[config.mk]
export PLATFORM = sky130hd
export DESIGN_NAME = mesh_term_rx
export DESIGN_NICKNAME = d
export VERILOG_FILES = /design/src/rtl/mesh_rx_pkg.sv /design/src/rtl/rx_fifo.sv /design/src/rtl/mesh_term_rx.sv
export SDC_FILE = /design/constraint.sdc
export NUM_CORES = 1
export LEC_CHECK = 0
export CORE_MARGIN = 4
export CORE_UTILIZATION = 45
export CTS_CLUSTER_SIZE = 8
export DETAILED_ROUTE_END_ITERATION = 10
export GPL_ROUTABILITY_DRIVEN = 0
export GPL_TIMING_DRIVEN = 1
export PLACE_DENSITY = 0.67
export SYNTH_ARGS = -nofsm -noshare
export SYNTH_HDL_FRONTEND = slang
export SYNTH_SLANG_ARGS = --single-unit
[constraint.sdc]
create_clock -name clk_i -period 4.2 [get_ports clk_i]
set_input_delay 0.42 -clock clk_i [delete_from_list [all_inputs] [get_ports clk_i]]
set_output_delay 0.42 -clock clk_i [all_outputs]
set_load 0.02 [all_outputs]
[src/rtl/mesh_rx_pkg.sv]
// Shared packet field layout, broadcast default and FSM state encoding for the
// mesh terminal receiver.
package mesh_rx_pkg;

    localparam int ID_W  = 8;
    localparam int ROW_W = 4;
    localparam int COL_W = 4;

    // Field offsets are counted down from the packet MSB, so they hold for any PAKG_SIZE.
    localparam int ID_OFS   = 0;
    localparam int ROW_OFS  = 8;
    localparam int COL_OFS  = 12;
    localparam int MODE_OFS = 16;

    localparam logic [7:0] BDCST_DEFAULT = 8'hFF;
    localparam int         TS_W          = 32;

    typedef enum logic [1:0] {
        IDLE  = 2'd0,
        POP   = 2'd1,
        CHECK = 2'd2
    } rx_state_e;

endpackage

[src/rtl/rx_fifo.sv]
// Synchronous FIFO with show-ahead head output (zero while empty) and full/empty flags.
// A write into a full FIFO is accepted when a read retires the head in the same cycle.
module rx_fifo #(
    parameter int WIDTH = 32,
    parameter int DEPTH = 16
) (
    input  logic             clk_i,
    input  logic             rst_i,
    input  logic             wr_en,
    input  logic [WIDTH-1:0] wr_data,
    input  logic             rd_en,
    output logic [WIDTH-1:0] rd_data,
    output logic             full,
    output logic             empty
);

    localparam int            AW      = $clog2(DEPTH);
    localparam logic [AW:0]   PTR_ONE = {{AW{1'b0}}, 1'b1};

    logic [WIDTH-1:0] mem [DEPTH];
    logic [AW:0]      wr_ptr;
    logic [AW:0]      rd_ptr;
    logic             do_wr;
    logic             do_rd;

    assign empty = (wr_ptr == rd_ptr);
    assign full  = (wr_ptr[AW] != rd_ptr[AW]) && (wr_ptr[AW-1:0] == rd_ptr[AW-1:0]);
    assign do_rd = rd_en && !empty;
    assign do_wr = wr_en && (!full || do_rd);

    always_ff @(posedge clk_i or posedge rst_i) begin
        if (rst_i) begin
            wr_ptr <= '0;
            rd_ptr <= '0;
        end else begin
            if (do_wr) wr_ptr <= wr_ptr + PTR_ONE;
            if (do_rd) rd_ptr <= rd_ptr + PTR_ONE;
        end
    end

    // NOTE: storage has no reset; the pointers define which entries are valid,
    // and leaving the array unreset lets it map onto plain RAM.
    always_ff @(posedge clk_i) begin
        if (do_wr) mem[wr_ptr[AW-1:0]] <= wr_data;
    end

    assign rd_data = empty ? '0 : mem[rd_ptr[AW-1:0]];

endmodule

[src/rtl/mesh_term_rx.sv]
// Mesh terminal receiver: pops packets from the router output port, keeps those
// addressed here (or broadcast) in a local FIFO. Optional feature: RX_TIMESTAMP_EN.
module mesh_term_rx
    import mesh_rx_pkg::*;
#(
    parameter int         PAKG_SIZE  = 32,
    parameter int         FIFO_DEPTH = 16,
    parameter logic [3:0] ROW_ID     = 4'd1,
    parameter logic [3:0] COL_ID     = 4'd1,
    parameter logic [7:0] BDCST      = BDCST_DEFAULT
) (
    input  logic                 clk_i,
    input  logic                 rst_i,
    input  logic                 pndng_i,
    input  logic [PAKG_SIZE-1:0] data_i,
    output logic                 pop_o,
    input  logic                 rd_i,
    output logic [PAKG_SIZE-1:0] data_o,
    output logic                 valid_o,
    output logic                 full_o,
    output logic [15:0]          pkt_cnt_o,
    output logic [15:0]          misroute_cnt_o
`ifdef RX_TIMESTAMP_EN
    ,
    output logic [TS_W-1:0]      timestamp_o
`endif
);

`ifdef RX_TIMESTAMP_EN
    localparam int FIFO_W = PAKG_SIZE + TS_W;
`else
    localparam int FIFO_W = PAKG_SIZE;
`endif

    rx_state_e            state;
    rx_state_e            state_nxt;
    logic                 in_check;
    logic                 accept;
    logic                 fifo_empty;
    logic [FIFO_W-1:0]    cap_q;
    logic [FIFO_W-1:0]    fifo_dout;
    logic [PAKG_SIZE-1:0] cap_pkt;

    // NOTE: sequential state uses non-blocking assignments so every register
    // samples pre-edge values regardless of process ordering.
    always_ff @(posedge clk_i or posedge rst_i) begin
        if (rst_i) state <= IDLE;
        else       state <= state_nxt;
    end

    // NOTE: every output of this block gets a default first, so no path infers a latch.
    always_comb begin
        state_nxt = state;
        pop_o     = 1'b0;
        in_check  = 1'b0;
        case (state)
            IDLE:    if (pndng_i && !full_o) state_nxt = POP;
            POP: begin
                pop_o     = 1'b1;
                state_nxt = CHECK;
            end
            CHECK: begin
                in_check  = 1'b1;
                state_nxt = IDLE;
            end
            default: state_nxt = IDLE;
        endcase
    end

`ifdef RX_TIMESTAMP_EN
    logic [TS_W-1:0] cyc_cnt;

    always_ff @(posedge clk_i or posedge rst_i) begin
        if (rst_i) cyc_cnt <= '0;
        else       cyc_cnt <= cyc_cnt + 32'd1;
    end

    always_ff @(posedge clk_i or posedge rst_i) begin
        if (rst_i)      cap_q <= '0;
        else if (pop_o) cap_q <= {cyc_cnt, data_i};
    end

    assign timestamp_o = fifo_dout[FIFO_W-1 -: TS_W];
`else
    always_ff @(posedge clk_i or posedge rst_i) begin
        if (rst_i)      cap_q <= '0;
        else if (pop_o) cap_q <= data_i;
    end
`endif

    assign cap_pkt = cap_q[PAKG_SIZE-1:0];
    assign accept  = ((cap_pkt[PAKG_SIZE-1-ROW_OFS -: ROW_W] == ROW_ID) &&
                      (cap_pkt[PAKG_SIZE-1-COL_OFS -: COL_W] == COL_ID)) ||
                     (cap_pkt[PAKG_SIZE-1-ID_OFS -: ID_W] == BDCST);

    always_ff @(posedge clk_i or posedge rst_i) begin
        if (rst_i) begin
            pkt_cnt_o      <= '0;
            misroute_cnt_o <= '0;
        end else if (in_check) begin
            if (accept) begin
                if (pkt_cnt_o != '1) pkt_cnt_o <= pkt_cnt_o + 16'd1;
            end else if (misroute_cnt_o != '1) begin
                misroute_cnt_o <= misroute_cnt_o + 16'd1;
            end
        end
    end

    // IDLE refuses to pop while full, so a packet reaching CHECK always has a free slot.
    rx_fifo #(
        .WIDTH (FIFO_W),
        .DEPTH (FIFO_DEPTH)
    ) u_fifo (
        .clk_i   (clk_i),
        .rst_i   (rst_i),
        .wr_en   (in_check && accept),
        .wr_data (cap_q),
        .rd_en   (rd_i),
        .rd_data (fifo_dout),
        .full    (full_o),
        .empty   (fifo_empty)
    );

    assign data_o  = fifo_dout[PAKG_SIZE-1:0];
    assign valid_o = !fifo_empty;

endmodule

==> summary.txt <==
status: completed
Via density: 5.73
Static Leak: 9.07 nW
most frequent cells in the layout: 512 x edfxtp_1, 128 x mux4_2, 102 x clkdlybuf4s50_1, 84 x clkbuf_16, 74 x dfrtp_1
H-tree depth: 3
Hold Path Class: in2async
post_cts resized: 0
Synth cell types: 45
Worst Path Max Fanout: 40
final period utilization: 91.2%
IO Port Bufs: 102
drt initial violations: 969
Crit. End Element: output pin
CP Buf/Inv Count: 2
Crit. path cell count: 5
CP max-delay cell: clkdlybuf4s50_1
design area: 27,500 um^2
post-CTS setup buffer count: 0
residual DRC count: 0
most common cell after layout, fill and taps aside: edfxtp_1
P&R area growth vs syn: 20.5%
Avg Cell Area, Syn: 20.8 um^2
Slew Viols, Final: 0
Largest stage delay, worst path: 0.73 ns
r2r setup slk: 0.96 ns
Worst Setup Path Type: reg2out
full die area: 54,400 um^2
R2R cell count: 6
Rel. slew slack: 47.3%
CTS sink cnt: 588
first-pass GRT wire length: 77,100 um
CTS tree: done
Critical Path Sink: data_o[30]
clk_skew: 0.0172 ns
DIE WIDTH: 233 um
crit-path cells: buf_12, mux4_2, a22oi_1, a21oi_1, clkdlybuf4s50_1
Initial Util: 45.5%
# rows: 82
final cell count without fillers: 2,018
Crit path max-delay family: buffers and inverters
fraction of layout instances using a drive strength above 1: 25.5%
Post-CTS Hold Buffers: 0
Seq cells post-synth: 588
Final ANT Viol Nets: 0
worst skew pair latency: 0.61 ns
Vias: 11,600
Num CTS Buffers: 83
critical path arrival: 3.41 ns
IO Pins: 103
Overflow after GRT: 0
CP required: 3.78 ns
clock-pin slew of the registers on the worst-case setup and hold paths: 0.05 ns
Slew @ Worst Pin: 0.788 ns
Root Buffer: clkbuf_16
fin crit period: 3.83 ns
Final setup violation count: 0
synthesized cell area: 22,800 um^2
DRT Pass-1 Iters: 5
fmax: 261 MHz
setup_tns: 0 ns
initial antenna violation count: 1
GRT Total Usage: 19.2%
crit path from: u_fifo.rd_ptr[0]$_DFFE_PP0P_
placed instance area: 25,000 um^2
crit path launch type: flip-flop
Post-DP HPWL: 29,700 um
Placed Instances: 1,862
Die Ht: 233 um
Max-Cap Viols: 0
core area: 50,200 um^2
post-synthesis net count: 1,143
antenna cell count: 0
Post-layout nets: 1,318
Syn Inst Count: 1,100
vias in the first global route: 12,100
largest net degree at the start of global routing: 57
Fin. Hold Viols: 0
routed wire length: 51,600 um
PwrDens: 707 nW/um^2
worst vdd ir: 0.000358 V
WL per Instance: 25.6 um
R2R Path End: u_fifo.mem[7][27]$_DFFE_PP_
YS warnings: 0
worst r2r src: cap_pkt[30]$_DFFE_PP0P_
Core Util, Final: 54.8%
unrepaired setup endpoints after global routing: false
Longest Clk Path Bufs: 3
sequential area share after synthesis: 75.7%
[worst min-delay path by stage]
stage                                             from                             to  slack, ns  depth (start not counted)
final                                            rst_i  misroute_cnt_o[0]$_DFFE_PP0P_       0.17                          2
after global routing                             rst_i  misroute_cnt_o[1]$_DFFE_PP0P_       0.20                          2
after CTS                                        rst_i  misroute_cnt_o[0]$_DFFE_PP0P_       0.16                          2
after detailed placement  u_fifo.rd_ptr[4]$_DFFE_PP0P_   u_fifo.rd_ptr[4]$_DFFE_PP0P_       0.48                          1
after global placement    u_fifo.rd_ptr[4]$_DFFE_PP0P_   u_fifo.rd_ptr[4]$_DFFE_PP0P_       0.48                          1
after floorplan                   state[0]$_DFFE_PP0P_           state[0]$_DFFE_PP0P_       0.45                          1
[report_power, final]
part	switching, mW	internal [mW]
Clock	2.46	3.81
Sequential	0.819	7.35
Combinational	2.62	2.40
Total	5.89	13.6
[synthesized netlist by cell type]
cell type	number	area (um^2)
nor2_1	22	82.6
nor4_4	2	42.5
a21oi_1	33	165
buf_4	10	75.1
nor4b_1	3	26.3
a2111oi_1	1	10.0
a21oi_2	1	8.76
and3_1	2	12.5
buf_2	20	100
nand2_2	1	6.26
nand2b_1	4	25.0
nand4_2	2	25.0
mux2_2	34	383
edfxtp_1	512	15400
nand3b_1	1	7.51
nor4b_2	2	30.0
clkbuf_1	23	86.3
nor4_2	5	62.6
nand2_1	14	52.6
dfrtp_1	76	1900
ha_1	7	87.6
nor2b_1	8	50.1
a22oi_1	64	480
nor3b_1	2	15.0
or2_1	1	6.26
buf_6	2	22.5
and2_1	4	25.0
a2111oi_2	1	15.0
nor3_1	16	80.1
nor4_1	4	25.0
a21o_1	1	7.51
xor2_1	27	236
xnor2_1	12	105
nand3_1	19	95.1
inv_1	10	37.5
mux2_1	4	45.0
nand4_1	10	62.6
a31oi_1	1	6.26
or2_2	1	6.26
and4_1	2	17.5
nand4b_1	1	8.76
buf_1	5	18.8
a2111oi_0	1	8.76
nor2_2	1	6.26
mux4_2	128	2880
[flip-flops by register name (all words and copies together) (netlist names)]
name,flops
u_fifo.mem,512
state,2
misroute_cnt_o,16
u_fifo.wr_ptr,5
cap_pkt,32
u_fifo.rd_ptr,5
pkt_cnt_o,16
[through the flow]
stage	setup slack (ns)	power (mW)	hold slack, ns
detailed placement	0.898	13.4	0.481
CTS	0.362	19.7	0.160
global placement	1.05	13.3	0.475
finish	0.372	19.5	0.172
floorplan	0.0661	11.2	0.454
global route	0.299	20.3	0.205
[cells by family (layout without fill, tap and decap cells)]
| group | after synthesis | in the layout | share of synthesized area [%] |
|---|---|---|---|
| compound gates | 103 | 103 | 3.07 |
| simple gates | 127 | 127 | 3.38 |
| fa+ha+maj | 7 | 7 | 0.384 |
| mux | 166 | 166 | 14.5 |
| xor+xnor | 39 | 39 | 1.50 |
| buf+inv | 70 | 316 | 1.49 |
| flops | 588 | 588 | 75.7 |
[per-layer routing]
layer	GRT usage (%)	share of wire, %	up-vias	wire length [um]
met2	30.8	49	442	25200
met5	0	0.039	-	20
li1	-	-	4913	-
met3	4.17	6.7	94	3460
met1	26.8	42	6106	21600
met4	6.00	2.6	2	1360
[worst register-to-register path: stages (launching register included)]
cell and delay [ns]:
dfrtp_1 0.69, nand4_1 0.23, or2_1 0.36, a21oi_2 0.35
nand3_1 0.34, nor2_4 0.63, buf_4 0.33
[area by class of cell]
type                       count  area (um^2)
timing repair buffer         150         1510
inverter                      10         38.8
sequential                   588        17300
clock inverter                 6          109
multi-input combinational    442         5360
fill                        3783        22700
clock buffer                 150         2370
tap                          672          841
Note: power is estimated with default switching activity, not from simulation.
